<file path="config.mk">
export PLATFORM = sky130hd
export DESIGN_NAME = score_traceback
export DESIGN_NICKNAME = d
export VERILOG_FILES = /design/src/rtl/score_traceback.sv
export SDC_FILE = /design/constraint.sdc
export NUM_CORES = 1
export LEC_CHECK = 0
export BUFFER_PORTS_ARGS = -buffer_cell sky130_fd_sc_hd__buf_2
export CAP_MARGIN = 25
export CELL_PAD_IN_SITES_DETAIL_PLACEMENT = 0
export CELL_PAD_IN_SITES_GLOBAL_PLACEMENT = 1
export CORE_ASPECT_RATIO = 1.1
export CORE_MARGIN = 2
export CORE_UTILIZATION = 40
export DETAILED_ROUTE_END_ITERATION = 8
export HOLD_SLACK_MARGIN = 0.15
export PLACE_DENSITY_LB_ADDON = 0.1
export SLEW_MARGIN = 20
export SYNTH_ARGS = -nofsm -noshare
export SYNTH_HDL_FRONTEND = slang
export SYNTH_SLANG_ARGS = --single-unit
</file>
<file path="constraint.sdc">
create_clock -name clk -period 7.6 [get_ports clk]
set_input_delay 0 -clock clk [delete_from_list [all_inputs] [get_ports clk]]
set_output_delay 0 -clock clk [all_outputs]
set_load 0.005 [all_outputs]
</file>
<file path="src/rtl/score_traceback.sv">
// Score-matrix traceback engine: walks from (len_i,len_j) back to (0,0),
// reading four scores per interior cell from an external score RAM and
// emitting one direction strobe per step. Matrix inconsistencies raise a
// sticky err flag but the walk always completes.
module score_traceback #(
  parameter int N           = 128,
  parameter int BitAddr     = $clog2(N+1),
  parameter int addr_lenght = $clog2((N+1)*(N+1)),
  parameter int MATCH       = 1,
  parameter int MISMATCH    = -1,
  parameter int GAP         = -2
) (
  input  logic                   clk,
  input  logic                   rst,
  input  logic                   start,
  input  logic [BitAddr:0]       len_i,
  input  logic [BitAddr:0]       len_j,
  output logic                   ram_en,
  output logic [addr_lenght-1:0] ram_addr,
  input  logic signed [8:0]      ram_data,
  output logic [BitAddr:0]       i_out,
  output logic [BitAddr:0]       j_out,
  input  logic                   match,
  output logic                   step_valid,
  output logic [1:0]             step_dir,
  output logic                   busy,
  output logic                   done,
  output logic                   err
);

  localparam int CW = BitAddr + 1;
  localparam logic [CW-1:0] ZERO_C = {CW{1'b0}};
  localparam logic [CW-1:0] ONE_C  = {{(CW-1){1'b0}}, 1'b1};
  localparam logic [1:0] DIR_DIAG = 2'b00;
  localparam logic [1:0] DIR_UP   = 2'b01;
  localparam logic [1:0] DIR_LEFT = 2'b10;

  typedef enum logic [2:0] {IDLE, READ, WAIT, EVAL, EDGE, FIN} state_t;

  // Where to go after the coordinates change: finished, border walk, or a RAM read.
  function automatic state_t route(input logic [CW-1:0] i, input logic [CW-1:0] j);
    if (i == ZERO_C && j == ZERO_C) begin
      return FIN;
    end else if (i == ZERO_C || j == ZERO_C) begin
      return EDGE;
    end else begin
      return READ;
    end
  endfunction

  // Row-major score-RAM address of cell (i,j).
  function automatic logic [addr_lenght-1:0] cell_addr(input logic [CW-1:0] i,
                                                        input logic [CW-1:0] j);
    return addr_lenght'(i) * addr_lenght'(N + 1) + addr_lenght'(j);
  endfunction

  // Widen a 9-bit score to 10 bits so sums never wrap.
  function automatic logic [9:0] sext10(input logic [8:0] v);
    return {v[8], v};
  endfunction

  state_t                 state_q, state_d;
  logic [1:0]             cnt_q, cnt_d;
  logic [CW-1:0]          i_q, i_d, j_q, j_d;
  logic [8:0]             c_q, c_d, d_q, d_d, u_q, u_d, l_q, l_d;
  logic                   ram_en_q, ram_en_d;
  logic [addr_lenght-1:0] ram_addr_q, ram_addr_d;
  logic                   step_valid_q, step_valid_d;
  logic [1:0]             step_dir_q, step_dir_d;
  logic                   busy_q, busy_d;
  logic                   done_q, done_d;
  logic                   err_q, err_d;

  logic [9:0] diag_score_s;
  logic       diag_ok_s, up_ok_s, left_ok_s, eval_bad_s;
  logic [1:0] eval_dir_s;

  assign diag_score_s = match ? 10'(MATCH) : 10'(MISMATCH);
  assign diag_ok_s    = (sext10(c_q) == sext10(d_q) + diag_score_s);
  assign up_ok_s      = (sext10(c_q) == sext10(u_q) + 10'(GAP));
  assign left_ok_s    = (sext10(c_q) == sext10(l_q) + 10'(GAP));
  assign eval_bad_s   = ~(diag_ok_s | up_ok_s | left_ok_s);

  // Step decision with priority diag > up > left; inconsistent cells fall back to diag.
  always_comb begin
    eval_dir_s = DIR_DIAG;
    if (diag_ok_s) begin
      eval_dir_s = DIR_DIAG;
    end else if (up_ok_s) begin
      eval_dir_s = DIR_UP;
    end else if (left_ok_s) begin
      eval_dir_s = DIR_LEFT;
    end else begin
      eval_dir_s = DIR_DIAG;
    end
  end

  // Next-state, datapath and output computation for the traceback FSM.
  always_comb begin
    state_d      = state_q;
    cnt_d        = cnt_q;
    i_d          = i_q;
    j_d          = j_q;
    c_d          = c_q;
    d_d          = d_q;
    u_d          = u_q;
    l_d          = l_q;
    ram_en_d     = 1'b0;
    ram_addr_d   = {addr_lenght{1'b0}};
    step_valid_d = 1'b0;
    step_dir_d   = step_dir_q;
    busy_d       = busy_q;
    done_d       = 1'b0;
    err_d        = err_q;

    case (state_q)
      IDLE: begin
        if (start) begin
          i_d     = len_i;
          j_d     = len_j;
          err_d   = 1'b0;
          busy_d  = 1'b1;
          cnt_d   = 2'd0;
          state_d = route(len_i, len_j);
        end else begin
          state_d = IDLE;
        end
      end
      READ: begin
        // Data arriving now belongs to the address issued one cycle earlier.
        case (cnt_q)
          2'd1:    c_d = ram_data;
          2'd2:    d_d = ram_data;
          2'd3:    u_d = ram_data;
          default: c_d = c_q;
        endcase
        if (cnt_q == 2'd3) begin
          cnt_d   = 2'd0;
          state_d = WAIT;
        end else begin
          cnt_d   = cnt_q + 2'd1;
        end
      end
      WAIT: begin
        l_d     = ram_data;
        state_d = EVAL;
      end
      EVAL: begin
        step_valid_d = 1'b1;
        step_dir_d   = eval_dir_s;
        err_d        = err_q | eval_bad_s;
        case (eval_dir_s)
          DIR_UP:   i_d = i_q - ONE_C;
          DIR_LEFT: j_d = j_q - ONE_C;
          default: begin
            i_d = i_q - ONE_C;
            j_d = j_q - ONE_C;
          end
        endcase
        cnt_d   = 2'd0;
        state_d = route(i_d, j_d);
      end
      EDGE: begin
        step_valid_d = 1'b1;
        if (j_q == ZERO_C) begin
          step_dir_d = DIR_UP;
          i_d        = i_q - ONE_C;
        end else begin
          step_dir_d = DIR_LEFT;
          j_d        = j_q - ONE_C;
        end
        cnt_d   = 2'd0;
        state_d = route(i_d, j_d);
      end
      FIN: begin
        done_d  = 1'b1;
        busy_d  = 1'b0;
        state_d = IDLE;
      end
      default: begin
        busy_d  = 1'b0;
        state_d = IDLE;
      end
    endcase

    // RAM port is driven one cycle ahead so ram_en is high exactly in READ.
    if (state_d == READ) begin
      ram_en_d = 1'b1;
      case (cnt_d)
        2'd0:    ram_addr_d = cell_addr(i_d, j_d);
        2'd1:    ram_addr_d = cell_addr(i_d - ONE_C, j_d - ONE_C);
        2'd2:    ram_addr_d = cell_addr(i_d - ONE_C, j_d);
        default: ram_addr_d = cell_addr(i_d, j_d - ONE_C);
      endcase
    end else begin
      ram_en_d   = 1'b0;
      ram_addr_d = {addr_lenght{1'b0}};
    end
  end

  // State and output registers with asynchronous reset.
  always_ff @(posedge clk or posedge rst) begin
    if (rst) begin
      state_q      <= IDLE;
      cnt_q        <= 2'd0;
      i_q          <= ZERO_C;
      j_q          <= ZERO_C;
      c_q          <= 9'd0;
      d_q          <= 9'd0;
      u_q          <= 9'd0;
      l_q          <= 9'd0;
      ram_en_q     <= 1'b0;
      ram_addr_q   <= {addr_lenght{1'b0}};
      step_valid_q <= 1'b0;
      step_dir_q   <= 2'b00;
      busy_q       <= 1'b0;
      done_q       <= 1'b0;
      err_q        <= 1'b0;
    end else begin
      state_q      <= state_d;
      cnt_q        <= cnt_d;
      i_q          <= i_d;
      j_q          <= j_d;
      c_q          <= c_d;
      d_q          <= d_d;
      u_q          <= u_d;
      l_q          <= l_d;
      ram_en_q     <= ram_en_d;
      ram_addr_q   <= ram_addr_d;
      step_valid_q <= step_valid_d;
      step_dir_q   <= step_dir_d;
      busy_q       <= busy_d;
      done_q       <= done_d;
      err_q        <= err_d;
    end
  end

  assign ram_en     = ram_en_q;
  assign ram_addr   = ram_addr_q;
  assign i_out      = i_q;
  assign j_out      = j_q;
  assign step_valid = step_valid_q;
  assign step_dir   = step_dir_q;
  assign busy       = busy_q;
  assign done       = done_q;
  assign err        = err_q;

endmodule

</file>
; Yosys cells after proc, flatten, opt, wreduce, memory -nomap -nowiden
; Cells that the tools add are included.
; W data, S select, Z words.
[op_classes]
add_sub_neg = 12
multipliers = 2
div_mod_pow = 0
magnitude_cmp = 0
eq_ne = 17
n_shift = 0
muxes = 39
bitwise = 5
reduce_logical = 24
[op_table]
columns = op, count
row1 = $mux W9, 10
row2 = $logic_not A9 Y1, 7
row3 = $add A15 B9 Y15, 4
row4 = $pmux W9 S3, 2
row5 = $pmux W15 S3, 1
row6 = $sub A9 B1 Y9 const B, 4
row7 = $eq A10 B10 Y1, 3
row8 = $mul A9 B8 Y15 const B, 2
row9 = $mux W3, 8
row10 = $add A9 B2 Y10 const B, 2
row11 = $mux W15, 1
row12 = $pmux W3 S5, 1
row13 = $mux W2, 6
row14 = $add A10 B10 Y10, 1
row15 = $mux W10, 1
row16 = $reduce_and A2 Y1, 5
row17 = $eq A2 B2 Y1 const B, 4
row18 = $eq A2 B1 Y1 const B, 3
row19 = $eq A3 B1 Y1 const B, 2
row20 = $eq A3 B2 Y1 const B, 2
row21 = $eq A3 B3 Y1 const B, 2
row22 = $pmux W2 S3, 1
row23 = $mux W1, 5
row24 = $pmux W1 S2, 2
row25 = 12 further kinds, 20
[word_totals]
regBits = 81
latch_bits = 0
mem_bits_rw = 0
romBits = 0
in_bits = 31
n_memories = 0

; Longest topological paths before layout
; Gate-level depths: netlist (run 1).
[depth]
ltp_word = 15
mapped_depth = 31

; Worst setup path after synthesis (run 1)
; Ideal clock, no wire load.
[synth_path]
path_type = flip-flop to flip-flop
start = register l_q[1]
end = register ram_addr_q[10], in the netlist ram_addr[10]
arrival_time_ns = 6.139
required_ns = 7.513
slack_ns = 1.374
path_stages_with_launch = 27
period_less_slack_ns = 6.226
path_cell_list = dfrtp_1 > inv_1 > ha_1 > or4b_4 > a2111oi_4 > o32ai_1 > or4b_1 > buf_2 > a211oi_4 > a21oi_1 > a211oi_2 > xnor2_1 > ha_1 > inv_1 > fa_1 > inv_1 > a21oi_1 > o21bai_1 > a21oi_1 > o21bai_1 > a21o_1 > a21o_1 > a21oi_1 > or3_1 > and2_1 > mux4_2 > nor3_1
[synth_via]
elab_cells_between_ends = 31
[synth_lines]
columns = element, line
row1 = "start, declared", 65  ; logic [8:0] c_q, c_d, d_q, d_d, u_q, u_d, l_q, l_d;
row2 = "start signal, assigned", 227  ; l_q <= l_d;
row3 = $add A9 B2 Y10 (*), 81  ; assign left_ok_s = (sext10(c_q) == sext10(l_q) + 10'(GAP));
row4 = $eq A10 B10 Y1 (*), 81
row5 = $mux W2 (*), 91  ; end else if (left_ok_s) begin
row6 = $mux W2 (*), 89  ; end else if (up_ok_s) begin
row7 = $mux W2 (*), 87  ; if (diag_ok_s) begin
row8 = $eq A2 B2 Y1 (*), 152  ; case (eval_dir_s)
row9 = $mux W9 (*), --
row10 = $mux W9 (*), 116  ; case (state_q)
row11 = $pmux W9 S3 (*), 116
row12 = named net i_d[0], 64  ; logic [CW-1:0] i_q, i_d, j_q, j_d;
row13 = $sub A9 B1 Y9, "191, 192"
row14 = $mul A9 B8 Y15, 54  ; return addr_lenght'(i) * addr_lenght'(N + 1) + addr_lenght'(j);
row15 = $add A15 B9 Y15, 54
row16 = $pmux W15 S3 (*), 189  ; case (cnt_d)
row17 = $mux W15 (*), 187  ; if (state_d == READ) begin
row18 = named net ram_addr_d[10], 67  ; logic [addr_lenght-1:0] ram_addr_q, ram_addr_d;
row19 = "end signal, assigned", 213  ; ram_addr_q <= {addr_lenght{1'b0}};
row20 = "end signal, assigned", 229  ; ram_addr_q <= ram_addr_d;
row21 = "end, declared", 67
; Mark *: on every way through the listed nets, which the timed path passes. The rest lies on a longest branch. The select of a mux whose other input is x is not followed.
; A chain may end at the register's enable or synchronous reset.

; Worst setup path in the final report (run 1)
[layout_path]
start = register l_q[1]
end = register ram_addr_q[14], in the netlist ram_addr[14]
[layout_via]
elab_chain_cells = 15
elab_cells_between_ends = 31
[layout_lines]
columns = element, line
row1 = $add A9 B2 Y10 (*), 81
row2 = $eq A10 B10 Y1 (*), 81
row3 = $mux W2 (*), 91
row4 = $mux W2 (*), 89
row5 = $mux W2 (*), 87
row6 = branches (longest 9 deep; another with $mul A9 B8 Y15), --
row7 = $mux W15 (*), 187
row8 = named net ram_addr_d[14], 67
; Mark *: on every way through the listed nets, which the timed path passes. The select of a mux whose other input is x is not followed.

==> impl_metrics.csv, run 1 <==
group,metric,value,unit
synthesis,avgSynthCellArea,8.30,um2
timing,fin_skew,0.0114,ns
clock_network,cts_resized,0,
die,pin_count,71,
clock_network,cts_max_level,3,
clock_network,cts_buffers,9,
pwr,power,2.06,mW
pwr,switching_power,0.830,mW
synthesis,seq_area_frac_synth,26.2,%
pwr,pwr-share-comb,45.5,%
pwr,cellPowerDensity,232,nW/um2
synthesis,synth.area.top_cells,"dfrtp_1 (26%), ha_1 (7.8%), xnor2_1 (6.8%)",
synthesis,ys_warn_count,0,
critical_path,startpoint_type,"flop",
route,vias,7224,
die,row_count,53,
timing,rsz0062_at_grt,"no",
critical_path,endpoint_kind,"flop",
die,fp.dieW,137,um
timing,slew_viol_final,0,
final_layout,drive_above_1_share,16.8,%
synthesis,yosys_most_used_dff,"dfrtp_1",
hold_path,hold_path_class,"in2reg",
critical_path,crit_type,"reg2reg",
global_route,grt_overflow,0,
pwr,pwr-share-clk,24.2,%
final_layout,final_cell_mix,"nand2_1 (85), dfrtp_1 (81), nor2_1 (77)",
final_layout,diodes,0,
clock_network,clk_path_buf_depth,2,
global_route,grt_max_degree,50,
placement,routabilityCongestion,0.916,
pwr,power.internal,1.23,mW
global_route,grt_pass1_vias,7128,
hold_path,hold_path.startpoint,"start",
timing,slew_headroom,34.9,%
route,drt_iter0_markers,493,
placement,dp_hpwl,18700,um
critical_path,crit_start,"l_q[1]",
synthesis,synth_top_area_share,26.2,%
final_layout,area.growth.synth_to_final,14.7,%
timing,min_period_over_period,91.2,%
route,drt_first_pass_iters,5,
timing,fmax,0.144,GHz
die,dieArea,20400,um2
final_layout,layout.cells.non_filler,1260,
clock_network,cts_tree,"done",
pwr,leakagePower,3.79,nW
synthesis,synthArstFlopShare,100,%
job,maxCapViolCount,0,
route,wl_per_cell,19.3,um
pwr,p_seq_share,30.3,%
placement,dpl.cell_count,1229,
timing,tightest_slew,0.970,ns
die,start_util,40.6,%
critical_path,required,7.83,ns
die,core_area,19000,um2
final_layout,nets,1092,
placement,port_buffers,70,
outcome,outcome,"completed",
synthesis,synth_top_cell_by_area,"dfrtp_1",
route,ant_nets,0,
route,vias_per_cell,5.73,
timing,setup-tns-final,0,ns
timing,final-hold-violation-count,0,
final_layout,final_common_cell,"nand2_1",
pwr,p_sw_share,40.3,%
synthesis,synth_edf_count,0,
synthesis,synthCells,931,
timing,setup_viol,0,
route,routed_wl,24300,um
synthesis,syn-num-nets,1015,
synthesis,synth.distinct_cells,89,
critical_path,cp.arrival,7.17,ns
synthesis,synth_area,7730,um2
critical_path,critical_path.max_fanout,6,
global_route,antenna_found_initial,0,
global_route,track_usage,24.9,%
timing,period_minus_slack,6.93,ns
critical_path,r2r_start,"l_q[1]",
clock_network,clk_latency,0.35,ns
die,die_h,150,um
clock_network,cts_sinks,81,
pwr,ir_worst_vdd,0.129,mV
route,drc,0,
global_route,grt_pass1_wl,39400,um
clock_network,cts.reportedPaths.clkPinSlew,0.07,ns
synthesis,synth-seq-cells,81,
clock_network,cts_root_buf,"clkbuf_16",
==> flip-flops by register name, summed over array words and instances (netlist names), 2 cells and up <==
signal,cells
u_q,9
d_q,9
state_q,3
c_q,9
i_out,9
ram_addr,15
j_out,9
step_dir,2
l_q,9
cnt_q,2
==> worst paths after layout <==
path / end / slack [ns] / depth (start not counted)
max: ram_addr[14] / 0.67 / 26
min: err / 0.19 / 3
max reg2reg: ram_addr[14] / 0.67 / 26
min reg2reg: busy / 0.49 / 1
max in group asynchronous: ram_addr[13] / 6.23 / 4
min in group asynchronous: step_valid / 0.25 / 3
==> synthesized netlist by cell type (all sizes together) (3+ instances only) <==
cell type  instances
nand2b            15
mux4               4
mux2              29
fa                 5
o21bai             8
o311a              3
nor3b              7
nor4               7
a2111oi            6
a31oi              8
a21o              12
nor2b              6
o22a               5
xnor2             61
a41oi              3
clkbuf            33
a21oi             74
a211oi            13
nand3             32
or3                8
o311ai             5
nor4b              3
o21ai             70
o22ai              6
nor3              34
dfrtp             81
nand2             85
a2111o             3
o31ai              5
o21a               5
a311oi             4
buf                7
clkinv             3
and2               9
or4b               4
xor2              21
nand4             13
mux2i              7
o211ai             7
ha                48
nor2              77
inv               46
a221oi             4
nand3b             6
and3               8
==> worst max-delay path: stages, from the launching register on <==
cell,delay [ns]
dfrtp_1,0.43
inv_1,0.09
ha_1,0.27
or4b_4,0.53
a2111oi_4,0.32
o32ai_1,0.13
or4b_1,0.72
a2111oi_2,0.57
o22a_1,0.26
o21ai_2,0.12
nor2_1,0.33
and3_1,0.28
nand2_1,0.09
xnor2_1,0.14
ha_1,0.20
ha_1,0.27
ha_1,0.18
inv_1,0.07
fa_1,0.51
inv_1,0.17
nand2_1,0.09
a2111oi_0,0.34
o31ai_1,0.12
nand4_1,0.15
nand4b_1,0.13
xnor2_1,0.20
o22ai_1,0.09
==> final cells by class <==
class	count	area, um2
clock inverters	7	103
flip-flops and latches	81	2030
inverters	49	186
fillers	1935	10200
multi-input cells	761	5360
repair buffers	106	651
clock buffers	9	225
well taps	247	309
==> through the flow <==
stage               instance area, um2  hold WS, ns  setup WS, ns  util, %
floorplan                         7730        0.117          1.37        -
global placement                  8390       0.0987         0.696     44.1
detailed placement                8390        0.107         0.525     44.1
CTS                               8840        0.195         0.531     46.5
global route                      8860        0.237         0.153     46.6
finish                            8860        0.187         0.667     46.6
==> layer usage <==
layer,vias up,GRT usage [%],part of all wire (%)
met4,0,6.15,1.4
met2,173,42.6,50
met1,3467,33.3,45
met5,-,0,0
li1,3555,-,-
met3,29,3.05,4.0
==> logic make-up (layout without fill, tap and decap cells) <==
kind of cell,Yosys count,in the layout,share of synthesized area (%)
fa+ha+maj,53,53,9.07
flops,81,81,26.2
buf+inv,89,171,4.52
compound gates,262,262,23.6
xor+xnor,82,82,9.39
simple gates,324,324,20.9
mux,40,40,6.30
==> repair_timing <==
item                       4_1_cts  5_1_grt
hold buffers                    12        0
hold endpoints to repair        70        0
setup endpoints to repair        0        1
setup buffers                    0        3
==> power by group through the flow <==
stage / clock, mW / sequential [mW] / combinational [mW]
floorplan: 0 / 0.588 / 0.726
global route: 0.527 / 0.637 / 1.05
global placement: 0 / 0.633 / 0.935
finish: 0.498 / 0.624 / 0.938
CTS: 0.513 / 0.624 / 0.944
detailed placement: 0 / 0.630 / 0.931
No activity file was read; power rests on OpenSTA's default activity.
==> run 2, diff against run 1 <==
--- a/config.mk
+++ b/config.mk
@@ -10,8 +10,8 @@
 export CELL_PAD_IN_SITES_DETAIL_PLACEMENT = 0
 export CELL_PAD_IN_SITES_GLOBAL_PLACEMENT = 1
 export CORE_ASPECT_RATIO = 1.1
-export CORE_MARGIN = 2
-export CORE_UTILIZATION = 40
+export CORE_MARGIN = 3
+export CORE_UTILIZATION = 25
 export DETAILED_ROUTE_END_ITERATION = 8
 export HOLD_SLACK_MARGIN = 0.15
 export PLACE_DENSITY_LB_ADDON = 0.1
==> impl_metrics.csv, run 2 (same netlist as run 1, synthesis figures left out) <==
group,metric,value,unit
outcome,outcome,"completed",
die,pin_count,71,
final_layout,fillers,3228,
timing,fin_skew,0.0177,ns
critical_path,slowest_delay,0.72,ns
timing,setup_viol,0,
die,dieArea,33100,um2
critical_path,crit_top_cell,"a21oi_1",
hold_path,hold_path_class,"in2async",
route,drt_iter0_markers,400,
global_route,track_usage,16.8,%
clock_network,cts_max_level,3,
critical_path,crit_type,"reg2reg",
clock_network,cts_sinks,81,
pwr,ir_worst_vdd,0.0844,mV
route,drc,0,
timing,slew_headroom,43.7,%
final_layout,drive_above_1_share,17.6,%
die,fp.dieW,174,um
global_route,grt_overflow,0,
clock_network,clk_path_buf_depth,2,
critical_path,reg2reg_setup_slack,0.67,ns
critical_path,required,7.83,ns
final_layout,final_cell_mix,"nand2_1 (85), dfrtp_1 (81), nor2_1 (77)",
timing,setup-tns-final,0,ns
final_layout,multi_input_area,5370,um2
die,core_area,30000,um2
die,start_util,25.8,%
critical_path,startpoint_type,"flop",
final_layout,fin_util,30.4,%
clock_network,cts.reportedPaths.clkPinSlew,0.08,ns
timing,fmax,0.144,GHz
global_route,grt_max_degree,60,
route,drt_first_pass_iters,5,
placement,dp_hpwl,21400,um
global_route,grt_pass1_vias,7558,
final_layout,final_common_cell,"nand2_1",
critical_path,critical_path.max_fanout,8,
placement,port_buffers,70,
final_layout,diodes,0,
route,routed_wl,27700,um
final_layout,area.growth.synth_to_final,17.8,%
global_route,grt_pass1_wl,43600,um
die,row_count,66,
placement,routabilityCongestion,0.797,
timing,rsz0062_at_grt,"no",
critical_path,endpoint_kind,"flop",
global_route,antenna_found_initial,1,
critical_path,cp_top_family,"compound AO/OA/AOI/OAI gates",
route,ant_nets,0,
timing,final-hold-violation-count,0,
final_layout,nets,1100,
clock_network,cts_root_buf,"clkbuf_16",
critical_path,crit_buf_inv,4,
critical_path,cp.arrival,7.16,ns
die,die_h,190,um
route,vias_per_cell,5.06,
route,vias,7234,
final_layout,largest_reg_flops,15,
pwr,cellPowerDensity,226,nW/um2
job,maxCapViolCount,0,
timing,period_minus_slack,6.93,ns
critical_path,critPathSlowestCell,"or4b_1",
timing,slew_viol_final,0,
final_layout,ff_latch_area,2030,um2
timing,min_period_over_period,91.2,%
clock_network,clk_latency,0.36,ns
timing,tightest_slew,0.844,ns
route,wl_per_cell,19.4,um
clock_network,cts_buffers,9,
clock_network,cts_tree,"done",
pwr,leakagePower,3.81,nW
-- run 2: changes by cell type in the layout (fill, tap and decap cells not counted), moves of 2 or more --
cell,delta
bufinv_16,-2
clkinv_4,-2
inv_8,+3
buf_4,+7
-- run 2: worst register-to-register path, delay by kind of cell, from the launching register on --
| kind | cells | cell delay, ns |
|---|---|---|
| adders and majority gates | 3 | 0.85 |
| DFF | 1 | 0.43 |
| xor gates and xnor gates | 2 | 0.37 |
| AOI/OAI and AO/OA | 14 | 2.89 |
| and+or+nand+nor | 4 | 1.84 |
| buffers and inverters | 4 | 0.42 |
-- run 2: timing repair --
item	in CTS	in global routing
buffers inserted	0	0
endpoints found under the hold margin	60	0
setup endpoints to repair	0	1
hold buffers	12	0
resized for setup	0	1
-- run 2: area by class of cell --
cell class | instances | area share, %
repair buffers | 114 | 7.85
well taps | 408 | 5.61
clock inverters | 7 | 0.729
clock buffers | 9 | 2.47
flip-flops and latches | 81 | 22.3
inverters | 49 | 2.06
multi-input cells | 761 | 59.0
-- run 2: path summary, 6_finish.rpt --
path / startpoint / endpoint / depth (start not counted)
min: rst / step_dir[0] / 3
min in group clk: len_j[0] / j_out[0] / 5
max in group asynchronous: rst / u_q[7] / 4
min reg2reg: d_q[5] / d_q[5] / 1
max reg2reg: l_q[1] / ram_addr[14] / 27
max: l_q[1] / ram_addr[14] / 27
-- run 2: layer usage --
| metal | track usage [%] | vias to the layer above | share of wire (%) |
|---|---|---|---|
| li1 | - | 3577 | - |
| met1 | 20.4 | 3513 | 44 |
| met2 | 31.2 | 109 | 52 |
| met3 | 2.09 | 33 | 2.1 |
| met4 | 4.46 | 2 | 1.9 |
| met5 | 0 | - | 0.072 |
-- run 2: power breakdown --
part	internal (mW)	switching (mW)
combinational	0.433	0.548
clock	0.231	0.222
sequential	0.517	0.103
total	1.18	0.874
-- run 2: stage by stage --
| stage | std cells | setup slack [ns] | power (mW) | hold slack (ns) | area, um2 |
|---|---|---|---|---|---|
| after global routing | 1429 | 0.160 | 2.24 | 0.168 | 9100 |
| after global placement | 1400 | 0.689 | 1.62 | -0.00329 | 8680 |
| final | 1429 | 0.672 | 2.05 | 0.138 | 9100 |
| after detailed placement | 1401 | 0.512 | 1.61 | -0.00581 | 8690 |
| after floorplan | 931 | 1.37 | 1.31 | 0.117 | 7730 |
| after CTS | 1429 | 0.461 | 2.09 | 0.152 | 9100 |
==> run 3, diff against run 2 <==
==> constraint.sdc (replaced) <==
create_clock -name clk -period 7.6 [get_ports clk]
set_input_delay 1.9 -clock clk [delete_from_list [all_inputs] [get_ports clk]]
set_output_delay 1.9 -clock clk [all_outputs]
set_load 0.005 [all_outputs]
==> impl_metrics.csv, run 3 (same netlist as run 1, synthesis figures left out) <==
group,metric,value,unit
timing,period_minus_slack,7.31,ns
placement,dp_hpwl,22000,um
critical_path,crit_type,"in2reg",
timing,hold_ws,0.521,ns
timing,fmax,0.137,GHz
global_route,antenna_found_initial,1,
final_layout,final_cell_mix,"buf_4 (115), nand2_1 (84), dfrtp_1 (81)",
final_layout,nets,1173,
clock_network,clk_path_buf_depth,2,
hold_path,hold_path_class,"reg2reg",
route,ant_nets,0,
clock_network,cts_tree,"done",
die,start_util,25.8,%
clock_network,cts_buffers,9,
timing,min_period_over_period,96.2,%
route,drc,0,
die,pin_count,71,
route,drt_iter0_markers,441,
pwr,ir_worst_vdd,0.108,mV
timing,slew_viol_final,0,
clock_network,cts_root_buf,"clkbuf_16",
die,dieArea,33100,um2
clock_network,clk_latency,0.36,ns
route,wl_per_cell,18.7,um
global_route,met3_usage,1.97,%
placement,routabilityCongestion,0.798,
final_layout,area.growth.synth_to_final,28.0,%
global_route,grt_pass1_wl,44400,um
timing,fin_skew,0.0155,ns
global_route,top_usage_layer,"met2",
critical_path,startpoint_type,"input pin",
critical_path,required,7.87,ns
critical_path,crit_top_cell,"buf_4",
global_route,met1_usage,20.6,%
final_layout,largest_reg_flops,15,
die,row_count,66,
timing,final-hold-violation-count,0,
timing,setup_viol,0,
placement,port_buffers,70,
critical_path,endpoint_kind,"flop",
placement,dpl_cell_area,9320,um2
global_route,grt_pass1_vias,7635,
route,routed_wl,28100,um
critical_path,slowest_delay,0.46,ns
route,drt_first_pass_iters,5,
placement,pre_cts_ws,-0.309,ns
final_layout,fillers,3218,
global_route,met2_usage,31.2,%
clock_network,cts.reportedPaths.clkPinSlew,0.07,ns
timing,slew_headroom,32.1,%
global_route,track_usage,17.0,%
critical_path,critPathSlowestCell,"a2111oi_4",
die,fp.dieW,174,um
timing,tightest_slew,1.01,ns
final_layout,final_common_cell,"buf_4",
clock_network,cts_sinks,81,
outcome,outcome,"completed",
global_route,grt_max_degree,56,
timing,rsz0062_at_grt,"no",
clock_network,cts_max_level,3,
timing,fin_ws,0.290,ns
critical_path,critical_path.max_fanout,7,
pwr,leakagePower,4.22,nW
global_route,grt_overflow,0,
final_layout,drive_above_1_share,27.6,%
critical_path,cp.arrival,7.58,ns
die,die_h,190,um
final_layout,diodes,0,
job,maxCapViolCount,0,
final_layout,fin_area,9890,um2
route,vias_per_cell,4.92,
route,vias,7391,
die,core_area,30000,um2
pwr,cellPowerDensity,229,nW/um2
## run 3: cell types whose count changed in the layout (fill, tap and decap cells not counted), sizes merged
cell | before | now
buf | 102 | 186
inv | 51 | 50
clkinv | 3 | 5
clkinvlp | 2 | 1
dlygate4sd3 | 12 | 0
clkbuf | 9 | 10
## run 3: metal layers
metal / wire length [um] / vias to the layer above
met3: 617 / 43
met4: 835 / 2
li1: - / 3709
met2: 14400 / 110
met5: 17 / -
met1: 12300 / 3527
## run 3: final timing paths
check	cells past startpoint	slack (ns)	start	to
max in group asynchronous	3	4.94	rst	ram_addr[11]
min	1	0.52	d_q[5]	d_q[5]
min reg2reg	1	0.52	d_q[5]	d_q[5]
min in group asynchronous	2	1.51	rst	u_q[0]
max	29	0.29	match	ram_addr[10]
max reg2reg	24	1.09	l_q[1]	ram_addr[10]
## run 3: metrics by stage
step / instances / util, % / power (mW) / setup TNS, ns
after detailed placement: 1478 / 31.1 / 1.76 / -1.06
after global placement: 1478 / 31.1 / 1.78 / -0.661
after global routing: 1502 / 33.0 / 2.45 / 0
after CTS: 1494 / 32.1 / 2.25 / 0
final: 1502 / 33.0 / 2.26 / 0
after floorplan: 931 / - / 1.32 / 0
## run 3: area by class of cell
cell class,instances,area (um2),share of cell area [%]
inverters,49,191,1.94
flip-flops and latches,81,2030,20.5
well taps,408,510,5.16
clock inverters,7,78.8,0.797
multi-input cells,761,5590,56.5
repair buffers,187,1260,12.8
clock buffers,9,225,2.28
## run 3: what timing repair did
action | CTS | global route
gates resized for setup | 0 | 42
hold buffers | 0 | 0
endpoints found under the setup margin | 0 | 6
setup buffers | 0 | 7
## run 3: critical path, delay by kind of cell
kind	cells	cell delay, ns
compound gates	14	2.55
buf+inv	6	0.89
fa+ha+maj	2	0.57
simple gates	4	0.87
mux	1	0.44
xor+xnor	2	0.34
## run 3: report_power, final
part	internal, mW	switching (mW)	total (mW)
registers	0.517	0.113	0.630
clock network	0.236	0.231	0.467
logic	0.573	0.592	1.16
total	1.33	0.936	2.26
